[src/rtl/boot_rom_loader_if.sv]
// boot_rom_loader_if: ROM-read / RAM-write bus bundle for the boot loader.
// Ports: slave = loader side (drives ROM enable/address, RAM request/write, status);
//        master = environment side (drives start, ROM read data, RAM grant).
interface boot_rom_loader_if #(
    parameter int ROM_ADDR_WIDTH = 12,
    parameter int RAM_ADDR_WIDTH = 16,
    parameter int DATA_WIDTH     = 32
);
    logic                      start_i;
    logic                      rom_en_o;
    logic [ROM_ADDR_WIDTH-1:0] rom_addr_o;
    logic [DATA_WIDTH-1:0]     rom_rdata_i;
    logic                      ram_req_o;
    logic                      ram_we_o;
    logic [RAM_ADDR_WIDTH-1:0] ram_addr_o;
    logic [DATA_WIDTH-1:0]     ram_wdata_o;
    logic [3:0]                ram_be_o;
    logic                      ram_gnt_i;
    logic                      busy_o;
    logic                      done_o;
    modport slave (
        input  start_i, rom_rdata_i, ram_gnt_i,
        output rom_en_o, rom_addr_o, ram_req_o, ram_we_o, ram_addr_o, ram_wdata_o, ram_be_o, busy_o, done_o
    );
    modport master (
        output start_i, rom_rdata_i, ram_gnt_i,
        input  rom_en_o, rom_addr_o, ram_req_o, ram_we_o, ram_addr_o, ram_wdata_o, ram_be_o, busy_o, done_o
    );
endinterface

[src/rtl/boot_rom_loader.sv]
// boot_rom_loader: copies COPY_WORDS words from ROM word 0.. to RAM at RAM_BASE, one word per RD/CAP/WR pass.
// Ports: clk, rst (async active-high); bus (boot_rom_loader_if.slave): start, ROM read port, RAM write port, busy/done.
// Optional: define BOOT_LOADER_CHECKSUM_EN to add checksum_o, the mod-2^32 sum of words granted this run.
module boot_rom_loader #(
    parameter int ROM_ADDR_WIDTH = 12,
    parameter int RAM_ADDR_WIDTH = 16,
    parameter int DATA_WIDTH     = 32,
    parameter int COPY_WORDS     = 1024,
    parameter int RAM_BASE       = 0
) (
    input logic              clk,
    input logic              rst,
    boot_rom_loader_if.slave bus
`ifdef BOOT_LOADER_CHECKSUM_EN
    , output logic [31:0]    checksum_o
`endif
);
    localparam int IW = $clog2(COPY_WORDS) + 1;
    typedef enum logic [2:0] {IDLE, RD, CAP, WR, DONE} state_t;
    state_t                state_q, state_d;
    logic [IW-1:0]         idx_q, idx_d;
    logic [DATA_WIDTH-1:0] data_q, data_d;
    logic                  rd, wr, go, grant, last;
    assign rd    = state_q == RD;
    assign wr    = state_q == WR;
    assign go    = (state_q == IDLE || state_q == DONE) && bus.start_i;
    assign grant = wr && bus.ram_gnt_i;
    assign last  = idx_q == IW'(COPY_WORDS - 1);
    always_comb begin
        state_d = state_q;
        idx_d   = idx_q;
        data_d  = data_q;
        case (state_q)
            IDLE, DONE: if (go) begin
                state_d = RD;
                idx_d   = '0;
            end
            RD:  state_d = CAP;
            CAP: begin
                data_d  = bus.rom_rdata_i;
                state_d = WR;
            end
            WR: if (bus.ram_gnt_i) begin
                state_d = last ? DONE : RD;
                idx_d   = last ? idx_q : idx_q + IW'(1);
            end
            default: state_d = IDLE;
        endcase
    end
    always_ff @(posedge clk or posedge rst) begin
        if (rst) begin
            state_q <= IDLE;
            idx_q   <= '0;
            data_q  <= '0;
        end else begin
            state_q <= state_d;
            idx_q   <= idx_d;
            data_q  <= data_d;
        end
    end
`ifdef BOOT_LOADER_CHECKSUM_EN
    logic [31:0] sum_q, sum_d;
    assign sum_d = go ? 32'd0 : grant ? sum_q + 32'(data_q) : sum_q;
    always_ff @(posedge clk or posedge rst) begin
        if (rst) sum_q <= '0;
        else     sum_q <= sum_d;
    end
    assign checksum_o = sum_q;
`endif
    // Address/data outputs are forced to 0 when idle so every output reads 0 under reset.
    assign bus.rom_en_o    = rd;
    assign bus.rom_addr_o  = rd ? ROM_ADDR_WIDTH'({idx_q, 2'b00}) : '0;
    assign bus.ram_req_o   = wr;
    assign bus.ram_we_o    = wr;
    assign bus.ram_be_o    = wr ? 4'hF : 4'h0;
    assign bus.ram_addr_o  = wr ? RAM_ADDR_WIDTH'(RAM_BASE) + RAM_ADDR_WIDTH'({idx_q, 2'b00}) : '0;
    assign bus.ram_wdata_o = wr ? data_q : '0;
    assign bus.busy_o      = rd || state_q == CAP || wr;
    assign bus.done_o      = state_q == DONE;
endmodule

[src/flat_wrapper.sv]
// flat-port wrapper written by rule: the top's interface ports become plain ports
module boot_rom_loader_flat 
#(
    parameter int ROM_ADDR_WIDTH = 12,
    parameter int RAM_ADDR_WIDTH = 16,
    parameter int DATA_WIDTH     = 32,
    parameter int COPY_WORDS     = 1024,
    parameter int RAM_BASE       = 0
)
  (clk, rst, bus_start_i, bus_rom_rdata_i, bus_ram_gnt_i, bus_rom_en_o, bus_rom_addr_o, bus_ram_req_o, bus_ram_we_o, bus_ram_addr_o, bus_ram_wdata_o, bus_ram_be_o, bus_busy_o, bus_done_o);
  boot_rom_loader_if #(.ROM_ADDR_WIDTH(ROM_ADDR_WIDTH), .RAM_ADDR_WIDTH(RAM_ADDR_WIDTH), .DATA_WIDTH(DATA_WIDTH)) bus_i ();
  input logic clk;
  input logic rst;
  input wire logic [$bits(bus_i.start_i)-1:0] bus_start_i;
  input wire logic [$bits(bus_i.rom_rdata_i)-1:0] bus_rom_rdata_i;
  input wire logic [$bits(bus_i.ram_gnt_i)-1:0] bus_ram_gnt_i;
  output wire logic [$bits(bus_i.rom_en_o)-1:0] bus_rom_en_o;
  output wire logic [$bits(bus_i.rom_addr_o)-1:0] bus_rom_addr_o;
  output wire logic [$bits(bus_i.ram_req_o)-1:0] bus_ram_req_o;
  output wire logic [$bits(bus_i.ram_we_o)-1:0] bus_ram_we_o;
  output wire logic [$bits(bus_i.ram_addr_o)-1:0] bus_ram_addr_o;
  output wire logic [$bits(bus_i.ram_wdata_o)-1:0] bus_ram_wdata_o;
  output wire logic [$bits(bus_i.ram_be_o)-1:0] bus_ram_be_o;
  output wire logic [$bits(bus_i.busy_o)-1:0] bus_busy_o;
  output wire logic [$bits(bus_i.done_o)-1:0] bus_done_o;
  assign bus_i.start_i = bus_start_i;
  assign bus_i.rom_rdata_i = bus_rom_rdata_i;
  assign bus_i.ram_gnt_i = bus_ram_gnt_i;
  assign bus_rom_en_o = bus_i.rom_en_o;
  assign bus_rom_addr_o = bus_i.rom_addr_o;
  assign bus_ram_req_o = bus_i.ram_req_o;
  assign bus_ram_we_o = bus_i.ram_we_o;
  assign bus_ram_addr_o = bus_i.ram_addr_o;
  assign bus_ram_wdata_o = bus_i.ram_wdata_o;
  assign bus_ram_be_o = bus_i.ram_be_o;
  assign bus_busy_o = bus_i.busy_o;
  assign bus_done_o = bus_i.done_o;
  boot_rom_loader #(.ROM_ADDR_WIDTH(ROM_ADDR_WIDTH), .RAM_ADDR_WIDTH(RAM_ADDR_WIDTH), .DATA_WIDTH(DATA_WIDTH), .COPY_WORDS(COPY_WORDS), .RAM_BASE(RAM_BASE)) u_core (.clk(clk), .rst(rst), .bus(bus_i));
endmodule
[config.mk]
export PLATFORM = sky130hd
export DESIGN_NAME = boot_rom_loader_flat
export DESIGN_NICKNAME = d
export VERILOG_FILES = /design/src/rtl/boot_rom_loader_if.sv /design/src/rtl/boot_rom_loader.sv /design/src/flat_wrapper.sv
export SDC_FILE = /design/constraint.sdc
export NUM_CORES = 1
export LEC_CHECK = 0
export ABC_AREA = 0
export BUFFER_PORTS_ARGS = -buffer_cell sky130_fd_sc_hd__buf_2
export CORE_ASPECT_RATIO = 1.5
export CORE_UTILIZATION = 49
export CTS_BUF_LIST = sky130_fd_sc_hd__clkbuf_4
export CTS_CLUSTER_DIAMETER = 80
export CTS_CLUSTER_SIZE = 12
export DETAILED_ROUTE_END_ITERATION = 7
export PLACE_DENSITY = 0.84
export SETUP_SLACK_MARGIN = 0.1
export SYNTH_ARGS = -nofsm -noshare
export SYNTH_HDL_FRONTEND = slang
export SYNTH_SLANG_ARGS = --single-unit
[constraint.sdc]
create_clock -name clk -period 2.49 [get_ports clk]
set_clock_uncertainty 0.1 [all_clocks]
set_input_delay 0.249 -clock clk [delete_from_list [all_inputs] [get_ports clk]]
set_output_delay 0.249 -clock clk [all_outputs]
set_load 0.01 [all_outputs]
### Word level (Yosys, flattened, before mapping)

Index checks and enable logic that the tools add are counted.

* multiplexer cells: 12
* reduce and logical (&&, ||, !) cells: 9
* equality and inequality tests: 8
* add/subtract/negate cells: 1

Operator list (number)
* 11-bit 2-to-1 mux: 3
* 32-bit 2-to-1 mux: 1
* 11-bit case mux with 2 select lines: 1
* 13-bit 2-to-1 mux: 1
* 12-bit 2-to-1 mux: 1
* 3-bit case mux with 4 select lines: 1
* 11-bit by 1-bit adder with 11-bit output (second input constant): 1
* 11-bit by 10-bit == test with 1-bit output (second input constant): 1
* 3-bit 2-to-1 mux: 3
* 3-bit by 2-bit == test with 1-bit output (second input constant): 2
* 4-bit 2-to-1 mux: 1
* 2-bit inequality test (second input constant): 2
* 4-bit AND reduction: 1
* 3-bit by 1-bit == test with 1-bit output (second input constant): 1
* 3-bit == test (second input constant): 1
* 3-bit zero test: 1
* 1-bit logical OR: 3
* 2-bit by 1-bit inequality test with 1-bit output (second input constant): 1
* 2-bit AND reduction: 1
* 2-bit nonzero test: 1
* 2-bit OR reduction: 1
* 1-bit logical AND: 1

* word-level logic and storage cells: 33
* register bits: 46
* bits of input ports: 36

### Longest topological paths before layout

Gate-level depths: netlist (run 1).

* depth after elaboration: 5
* mapped depth: 6
* mapped depth without buffers: 5

### Worst setup path before layout (run 1)

OpenSTA, ideal clock, no wires.

* path type: reg-to-reg
* start point: register u_core.state_q[0]
* end point: register u_core.idx_q[9]
* setup time: 0.077 ns
* cell stages (with the launch flop): 7
* arrival: 1.791 ns
* slack: 0.522 ns
* path buffers: 2
* data required time: 2.313 ns
* path through: dfrtp_1 buf_6 or3b_1 buf_2 a21o_1 or4_1 a21oi_1

* cells in the longest elaborated chain, start to end: 5
* elaborated cells between the ends (all ways): 12
* those cells by class: eq/ne (5); mux (1); reduce/logical (6)

Ends and longest elaborated chain
* start, declared: line boot_rom_loader.sv:20 `state_t state_q, state_d;`
* start signal, assigned: line boot_rom_loader.sv:56 `state_q <= state_d;`
* 3-bit == test / 3-bit zero test (equally long branches): line boot_rom_loader.sv:26, boot_rom_loader.sv:33
* 1-bit logical OR: line boot_rom_loader.sv:26 `assign go = (state_q == IDLE || state_q == DONE) && bus.start_i;`
* 1-bit logical AND: line boot_rom_loader.sv:26
* 2-bit by 1-bit inequality test with 1-bit output (no source line)
* 4-bit AND reduction (no source line)
* end signal, assigned: line boot_rom_loader.sv:57 `idx_q <= idx_d;`
* end, declared: line boot_rom_loader.sv:21 `logic [IW-1:0] idx_q, idx_d;`

Several ways; a longest one is shown, not always the timed one.
A chain may end at the register's enable or synchronous reset.

### Worst setup path after layout (run 1)

* start point: register u_core.state_q[2]
* end point: output port bus_ram_wdata_o[0]

* cells in the longest elaborated chain, start to end: 2

Ends and longest elaborated chain
* 3-bit by 2-bit == test with 1-bit output: line boot_rom_loader.sv:25 `assign wr = state_q == WR;`
* 32-bit 2-to-1 mux: line boot_rom_loader.sv:77 `assign bus.ram_wdata_o = wr ? data_q : '0;`
* end, declared: line flat_wrapper.sv:22 `output wire logic [$bits(bus_i.ram_wdata_o)-1:0] bus_ram_wdata_o;`

No other way between the ends.

==> insert_results.sql, run 1 <==
INSERT INTO impl_metrics (metric_group, metric, value, unit) VALUES
('route', 'final_antenna_net_count', '0', ''),
('route', 'first_iteration_detailed_routing_drc_count', '46', ''),
('floorplanning', 'placementRows', '31', ''),
('logic_synthesis', 'synth_register_bits', '46', ''),
('route', 'detailed_routing_iterations_pass_1', '5', ''),
('timing', 'worst_pin_slew', '0.9489', 'ns'),
('floorplanning', 'num_io_pins', '105', ''),
('logic_synthesis', 'postSynthCellCount', '229', ''),
('logic_synthesis', 'synth_warnings', '0', ''),
('timing', 'slew_headroom', '0.3665', ''),
('route', 'post-route-drc-count', '0', ''),
('finish', 'nets', '358', ''),
('grt', 'overflow', '0', ''),
('cts', 'clk_path_buf_depth', '2', ''),
('worst_setup_path', 'timing.critical_path.slowest_cell_delay', '0.46', 'ns'),
('cts', 'cts_root_buf', 'sky130_fd_sc_hd__clkbuf_4', ''),
('worst_setup_path', 'crit_path_start_kind', 'register', ''),
('grt', 'grt_max_degree', '47', ''),
('timing', 'final.min_clock_period', '2.157', 'ns'),
('finish', 'layout.cells.most_common_list', 'sky130_fd_sc_hd__buf_2 (97), sky130_fd_sc_hd__and2_1 (52), sky130_fd_sc_hd__dfrtp_1 (44)', ''),
('floorplanning', 'die-area', '5263', 'sq um'),
('timing', 'totalNegativeSetupSlack', '0', 'ns'),
('grt', 'global_route_wire_length_before_repair', '8079', 'um'),
('cts', 'cts_htree_levels', '2', ''),
('floorplanning', 'floorplan.die.height', '88.36', 'um'),
('finish', 'drive_above_1_share', '0.4596', ''),
('worst_setup_path', 'critPathTopFamily', 'buffers and inverters', ''),
('grt', 'globalRouteTotalUtil', '0.2015', ''),
('placement', 'place.gp.congestion', '0.8921', ''),
('finish', 'layout.cells.most_common', 'sky130_fd_sc_hd__buf_2', ''),
('grt', 'number_of_global_route_vias_before_repair', '1871', ''),
('job', 'max_cap_violations', '0', ''),
('timing', 'hold_viol_final', '0', ''),
('placement', 'place.detailed.hpwl', '3763', 'um'),
('worst_setup_path', 'required_arrival_time_at_the_worst_endpoint', '2.14', 'ns'),
('worst_hold_path', 'worst_hold_path_type', 'input pin to asynchronous set/reset pin', ''),
('route', 'vias', '1985', ''),
('finish', 'final-instance-count-excl-fill', '388', ''),
('logic_synthesis', 'synthesis.area_per_instance', '10.64', 'sq um'),
('floorplanning', 'die_w', '59.57', 'um'),
('power', 'p_leak', '1.491', 'nW'),
('worst_setup_path', 'cp_data_arrival_time', '1.81', 'ns'),
('cts', 'cts_num_sinks', '46', ''),
('cts', 'cts.hold.buffers_added', '0', ''),
('floorplanning', 'core_area', '4810', 'sq um'),
('placement', 'area_after_dpl', '2945', 'sq um'),
('worst_setup_path', 'timing.critical_path.cells', 'nand3b_1, inv_1, buf_6, and2_1, buf_2', ''),
('route', 'wirelength', '5093', 'um'),
('floorplanning', 'floorplan.initialDensity', '0.5065', ''),
('timing', 'period_share', '0.8662', ''),
('timing', 'final_setup_violation_count', '0', ''),
('placement', 'dp.cells', '380', ''),
('cts', 'cts_tree', 'built', ''),
('cts', 'clk-insertion-delay-late', '0.35', 'ns'),
('finish', 'diodes', '0', ''),
('logic_synthesis', 'yosysSeqAreaShare', '0.4725', ''),
('cts', 'cts.repair_timing.setup_buffer_count', '0', ''),
('placement', 'place.port_buffers', '97', ''),
('route', 'post_drt_wl_per_cell', '13.13', 'um'),
('worst_setup_path', 'critical_path.max_fanout', '30', ''),
('power', 'vdd_ir_drop_max', '0.6619', 'mV'),
('status', 'result_of_the_run', 'complete, no violations', ''),
('logic_synthesis', 'area_of_the_mapped_netlist', '2436', 'sq um'),
('placement', 'dpl_worst_slack', '0.4096', 'ns'),
('timing', 'layout_setup_ws', '0.3331', 'ns'),
('finish', 'postLayoutCoreUtil', '0.6249', ''),
('cts', 'worst_setup_hold_path_clk_slew', '0.14', 'ns'),
('worst_setup_path', 'critPathSlowestCell', 'sky130_fd_sc_hd__dfrtp_1', ''),
('grt', 'grt_antenna_before_repair', '0', ''),
('worst_setup_path', 'r2r_setup_slack', '0.40', 'ns'),
('timing', 'timing_max_transition_violations_final', '0', '');
## state kept, by name, summed over array words and instances (netlist names)
register        count
u_core.data_q      32
u_core.idx_q       11
u_core.state_q      3
## layout make-up
class	count	area, sq um
fill	431	1804
sequential	46	1154
timing repair buffer	103	546.8
inverter	7	26.28
clock inverter	2	8.758
multi-input combinational	158	1142
tap	66	82.58
clock buffer	6	45.04
## worst register-to-register path: cells and delay by family (launching register included)
family,cells,cell delay (ns)
simple gates,2,0.98
compound gates,2,0.42
flops,1,0.51
## metal layers
layer / GRT usage / routed length, um / vias to the layer above / part of all wire
met5: 0 / 0 / - / 0
met4: 0.08457 / 42 / 0 / 0.0082
met3: 0.03509 / 264 / 4 / 0.052
met2: 0.3698 / 2777 / 75 / 0.55
met1: 0.2245 / 2009 / 952 / 0.39
li1: - / - / 954 / -
## timing repair
item | in CTS | in global routing
endpoints found under the hold margin | 0 | 0
endpoints found under the setup margin | 0 | 29
gates resized for setup | 0 | 3
## power by group
group | total, mW | internal (mW) | switching, mW
combinational | 1.77 | 0.900 | 0.870
clock | 0.345 | 0.118 | 0.228
sequential | 1.30 | 1.08 | 0.222
total | 3.41 | 2.10 | 1.32
## cell families (layout without fill, tap and decap cells)
kind of cell | count (synthesis) | after routing | synth area share
DFF | 46 | 46 | 0.4725
AOI/OAI and AO/OA | 26 | 26 | 0.07192
muxes | 33 | 33 | 0.1520
adders and majority gates | 1 | 1 | 0.005135
other | 1 | 7 | 0.001539
and+or+nand+nor | 91 | 91 | 0.2260
buffers and inverters | 31 | 118 | 0.07088
## synthesized netlist by cell type
cell type / number / area share
sky130_fd_sc_hd__inv_1: 7 / 0.011
sky130_fd_sc_hd__and3_1: 1 / 0.0026
sky130_fd_sc_hd__a31oi_1: 1 / 0.0026
sky130_fd_sc_hd__dfrtp_1: 46 / 0.47
sky130_fd_sc_hd__ha_1: 1 / 0.0051
sky130_fd_sc_hd__buf_6: 1 / 0.0046
sky130_fd_sc_hd__nand3b_1: 2 / 0.0062
sky130_fd_sc_hd__nor3_1: 2 / 0.0041
sky130_fd_sc_hd__o211a_1: 1 / 0.0041
sky130_fd_sc_hd__nor4_2: 1 / 0.0051
sky130_fd_sc_hd__nand3_1: 3 / 0.0062
sky130_fd_sc_hd__buf_2: 3 / 0.0062
sky130_fd_sc_hd__o211ai_1: 1 / 0.0031
sky130_fd_sc_hd__a21oi_1: 6 / 0.012
sky130_fd_sc_hd__nand2_1: 7 / 0.011
sky130_fd_sc_hd__o311ai_0: 1 / 0.0036
sky130_fd_sc_hd__buf_4: 12 / 0.037
sky130_fd_sc_hd__o22ai_1: 1 / 0.0026
sky130_fd_sc_hd__nand2b_1: 2 / 0.0051
sky130_fd_sc_hd__o41ai_1: 2 / 0.0072
sky130_fd_sc_hd__or4_1: 3 / 0.0092
sky130_fd_sc_hd__nand4_1: 1 / 0.0026
sky130_fd_sc_hd__and2_1: 52 / 0.13
sky130_fd_sc_hd__a221oi_1: 1 / 0.0036
sky130_fd_sc_hd__or3b_1: 1 / 0.0036
sky130_fd_sc_hd__mux2_2: 32 / 0.15
sky130_fd_sc_hd__o31ai_1: 5 / 0.015
sky130_fd_sc_hd__nand4b_1: 1 / 0.0036
sky130_fd_sc_hd__or3_1: 2 / 0.0051
sky130_fd_sc_hd__o21ai_0: 4 / 0.0082
sky130_fd_sc_hd__clkbuf_1: 8 / 0.012
sky130_fd_sc_hd__mux2i_1: 1 / 0.0041
sky130_fd_sc_hd__conb_1: 1 / 0.0015
sky130_fd_sc_hd__a211oi_1: 1 / 0.0031
sky130_fd_sc_hd__nor3b_2: 1 / 0.0051
sky130_fd_sc_hd__a21boi_0: 1 / 0.0031
sky130_fd_sc_hd__nor4_1: 3 / 0.0077
sky130_fd_sc_hd__nor2_1: 8 / 0.012
sky130_fd_sc_hd__a21o_1: 1 / 0.0031
sky130_fd_sc_hd__nor3b_1: 1 / 0.0031
## final timing paths
check                      cells after the start                             to                           from
max                                            5             bus_ram_wdata_o[0]  u_core.state_q[2]$_DFFE_PP0P_
max in group asynchronous                      2  u_core.state_q[1]$_DFFE_PP0P_                            rst
min in group clk                               2  u_core.data_q[14]$_DFFE_PP0P_            bus_rom_rdata_i[14]
min                                            2   u_core.data_q[2]$_DFFE_PP0P_                            rst
max reg2reg                                    4    u_core.idx_q[9]$_DFFE_PP0P_  u_core.state_q[0]$_DFFE_PP0P_
min reg2reg                                    1   u_core.data_q[2]$_DFFE_PP0P_   u_core.data_q[2]$_DFFE_PP0P_
Note: power is estimated with default switching activity, not from simulation.
==> run 2, diff against run 1 <==
--- a/config.mk
+++ b/config.mk
@@ -13,8 +13,10 @@
 export CTS_CLUSTER_DIAMETER = 80
 export CTS_CLUSTER_SIZE = 12
 export DETAILED_ROUTE_END_ITERATION = 7
+export MAX_ROUTING_LAYER = met4
 export PLACE_DENSITY = 0.84
 export SETUP_SLACK_MARGIN = 0.1
+export SLEW_MARGIN = 15
 export SYNTH_ARGS = -nofsm -noshare
 export SYNTH_HDL_FRONTEND = slang
 export SYNTH_SLANG_ARGS = --single-unit
==> constraint.sdc (replaced) <==
create_clock -name clk -period 2.49 [get_ports clk]
set_clock_uncertainty 0.1 [all_clocks]
set_input_delay 0.1245 -clock clk [delete_from_list [all_inputs] [get_ports clk]]
set_output_delay 0.1245 -clock clk [all_outputs]
set_load 0.01 [all_outputs]
==> insert_results.sql, run 2 (synthesis results as in run 1) <==
INSERT INTO impl_metrics (metric_group, metric, value, unit) VALUES
('grt', 'global_route_wire_length_before_repair', '9370', 'um'),
('cts', 'cts_tree', 'built', ''),
('grt', 'overflow', '0', ''),
('floorplanning', 'core_area', '4810', 'sq um'),
('worst_setup_path', 'critPathTopFamily', 'buffers and inverters', ''),
('worst_setup_path', 'critPathSlowestCell', 'sky130_fd_sc_hd__dfrtp_1', ''),
('finish', 'diodes', '0', ''),
('worst_setup_path', 'critical_path.endpoint', 'bus_ram_wdata_o[7]', ''),
('finish', 'layout.cells.most_common', 'sky130_fd_sc_hd__buf_2', ''),
('timing', 'period_share', '0.8655', ''),
('grt', 'number_of_global_route_vias_before_repair', '2084', ''),
('placement', 'dpl_worst_slack', '0.3881', 'ns'),
('timing', 'slew_headroom', '0.3654', ''),
('timing', 'worst_pin_slew', '0.9505', 'ns'),
('worst_setup_path', 'cp_data_arrival_time', '1.93', 'ns'),
('floorplanning', 'die-area', '5263', 'sq um'),
('power', 'vdd_ir_drop_max', '0.6090', 'mV'),
('cts', 'clk-insertion-delay-late', '0.35', 'ns'),
('route', 'post_drt_wl_per_cell', '13.35', 'um'),
('worst_hold_path', 'whs_path_depth', '3', ''),
('route', 'route.detailed.vias_per_inst', '5.067', ''),
('power', 'power_per_cell_area', '1030', 'nW/um^2'),
('timing', 'totalNegativeSetupSlack', '0', 'ns'),
('placement', 'place.port_buffers', '97', ''),
('worst_setup_path', 'crit_path_end_kind', 'output port', ''),
('floorplanning', 'floorplan.initialDensity', '0.5065', ''),
('grt', 'globalRouteTotalUtil', '0.2429', ''),
('worst_setup_path', 'worst-setup-path-type', 'register to output port', ''),
('worst_setup_path', 'timing.rr.start', 'u_core.state_q[0]$_DFFE_PP0P_', ''),
('worst_setup_path', 'path_buf_inv', '3', ''),
('worst_hold_path', 'worst_hold_path_type', 'input pin to register', ''),
('job', 'max_cap_violations', '0', ''),
('grt', 'grt_max_degree', '49', ''),
('timing', 'layout_setup_ws', '0.3350', 'ns'),
('route', 'final_antenna_net_count', '0', ''),
('finish', 'largest_register_ffs', '32', ''),
('placement', 'place.gp.congestion', '0.9177', ''),
('timing', 'timing_max_transition_violations_final', '0', ''),
('power', 'p_leak', '1.630', 'nW'),
('finish', 'biggestRegsByFlops', 'u_core.data_q (32), u_core.idx_q (11), u_core.state_q (3)', ''),
('floorplanning', 'num_io_pins', '105', ''),
('timing', 'fmaxAchievable', '0.4640', 'GHz'),
('finish', 'drive_above_1_share', '0.4113', ''),
('finish', 'synthesis_to_finish_area_growth', '37.19', '%'),
('worst_setup_path', 'worst_r2r_path_depth', '4', ''),
('worst_setup_path', 'reg2reg_to', 'u_core.idx_q[9]$_DFFE_PP0P_', ''),
('worst_setup_path', 'timing.critical_path.cells', 'nand3b_1, inv_1, buf_6, and2_1, buf_2', ''),
('route', 'vias', '2133', ''),
('finish', 'nets', '392', ''),
('timing', 'grt_setup_unrepaired', 'false', ''),
('grt', 'grt_antenna_before_repair', '0', ''),
('cts', 'cts_made_buffers', '5', ''),
('floorplanning', 'placementRows', '31', ''),
('route', 'wirelength', '5620', 'um'),
('cts', 'cts_htree_levels', '2', ''),
('worst_setup_path', 'cp-startpoint', 'u_core.state_q[0]$_DFFE_PP0P_', ''),
('worst_setup_path', 'timing.critical_path.slowest_cell_delay', '0.56', 'ns'),
('floorplanning', 'die_w', '59.57', 'um'),
('route', 'first_iteration_detailed_routing_drc_count', '66', ''),
('finish', 'layout.cells.most_common_list', 'sky130_fd_sc_hd__buf_2 (97), sky130_fd_sc_hd__and2_1 (52), sky130_fd_sc_hd__dfrtp_1 (46)', ''),
('timing', 'hold_viol_final', '0', ''),
('cts', 'cts.repair_timing.setup_buffer_count', '0', ''),
('route', 'post-route-drc-count', '0', ''),
('floorplanning', 'floorplan.die.height', '88.36', 'um'),
('cts', 'worst_setup_hold_path_clk_slew', '0.13', 'ns'),
('worst_setup_path', 'required_arrival_time_at_the_worst_endpoint', '2.27', 'ns'),
('worst_setup_path', 'worstSetupPathDepth', '5', ''),
('cts', 'cts_root_buf', 'sky130_fd_sc_hd__clkbuf_4', ''),
('cts', 'clk_path_buf_depth', '2', ''),
('placement', 'place.detailed.hpwl', '3702', 'um'),
('finish', 'largest_register', 'u_core.data_q', ''),
('cts', 'cts_num_sinks', '46', ''),
('status', 'result_of_the_run', 'complete, no violations', ''),
('timing', 'final_setup_violation_count', '0', ''),
('worst_setup_path', 'critical_path.max_fanout', '48', ''),
('worst_setup_path', 'crit_path_start_kind', 'register', ''),
('worst_setup_path', 'r2r_setup_slack', '0.36', 'ns'),
('route', 'detailed_routing_iterations_pass_1', '4', ''),
('timing', 'final.min_clock_period', '2.155', 'ns');
==> run 2: changes by cell type in the layout (fill, tap and decap cells not counted), sizes merged <==
| cell | previous run | this run |
|---|---|---|
| dlygate4sd3 | 0 | 34 |
| clkinv | 2 | 0 |
| clkinvlp | 0 | 1 |
==> run 2: worst min path at each step <==
stage | to | slack [ns] | start
after floorplan | u_core.data_q[11]$_DFFE_PP0P_ | 0.18 | bus_rom_rdata_i[11]
after detailed placement | u_core.data_q[12]$_DFFE_PP0P_ | 0.26 | bus_rom_rdata_i[12]
final | u_core.state_q[1]$_DFFE_PP0P_ | 0.03 | bus_ram_gnt_i
after global routing | u_core.state_q[1]$_DFFE_PP0P_ | 0.03 | bus_ram_gnt_i
after global placement | u_core.data_q[20]$_DFFE_PP0P_ | 0.26 | bus_rom_rdata_i[20]
after CTS | u_core.state_q[1]$_DFFE_PP0P_ | 0.01 | bus_ram_gnt_i
==> run 2: area by class of cell <==
| cell class | count | area [sq um] |
|---|---|---|
| Tap cell | 66 | 82.58 |
| Multi-Input combinational cell | 158 | 1142 |
| Sequential cell | 46 | 1151 |
| Fill cell | 390 | 1468 |
| Clock inverter | 1 | 7.507 |
| Inverter | 7 | 26.28 |
| Clock buffer | 6 | 45.04 |
| Timing Repair Buffer | 137 | 887.1 |
==> run 2: what timing repair did <==
| item | 4_1_cts | 5_1_grt |
|---|---|---|
| endpoints found under the hold margin | 79 | 0 |
| resized for setup | 0 | 1 |
| endpoints found under the setup margin | 0 | 10 |
| hold buffers | 34 | 0 |
==> run 2: power breakdown <==
group	total, mW	internal [mW]	switching, mW
sequential	1.30	1.07	0.222
combinational	1.79	0.919	0.876
clock	0.350	0.117	0.233
total	3.44	2.11	1.33
==> run 2: metal layers <==
layer	vias up	part of all wire	track usage
met4	0	0.022	0.08457
met1	1017	0.39	0.2778
met3	12	0.044	0.03801
li1	1022	-	-
met2	82	0.54	0.4249
met5	-	0	-
==> run 2: metrics by stage <==
| step | hold WS, ns | total power [mW] | area [sq um] | std cells | utilization |
|---|---|---|---|---|---|
| 2_1_floorplan | 0.1762 | 2.504 | 2459 | 235 | - |
| 3_3_place_gp | 0.2563 | 3.008 | 2945 | 380 | 0.6124 |
| 3_5_place_dp | 0.2590 | 3.068 | 2945 | 380 | 0.6124 |
| 4_1_cts | 0.01001 | 3.461 | 3338 | 421 | 0.6941 |
| 5_1_grt | 0.03268 | 3.737 | 3342 | 421 | 0.6948 |
| 6_report | 0.02929 | 3.441 | 3342 | 421 | 0.6948 |
==> run 2: worst min-delay path, stage by stage <==
cell                     delay, ns
sky130_fd_sc_hd__buf_2        0.13
sky130_fd_sc_hd__and3_1       0.16
sky130_fd_sc_hd__nor3_1       0.04
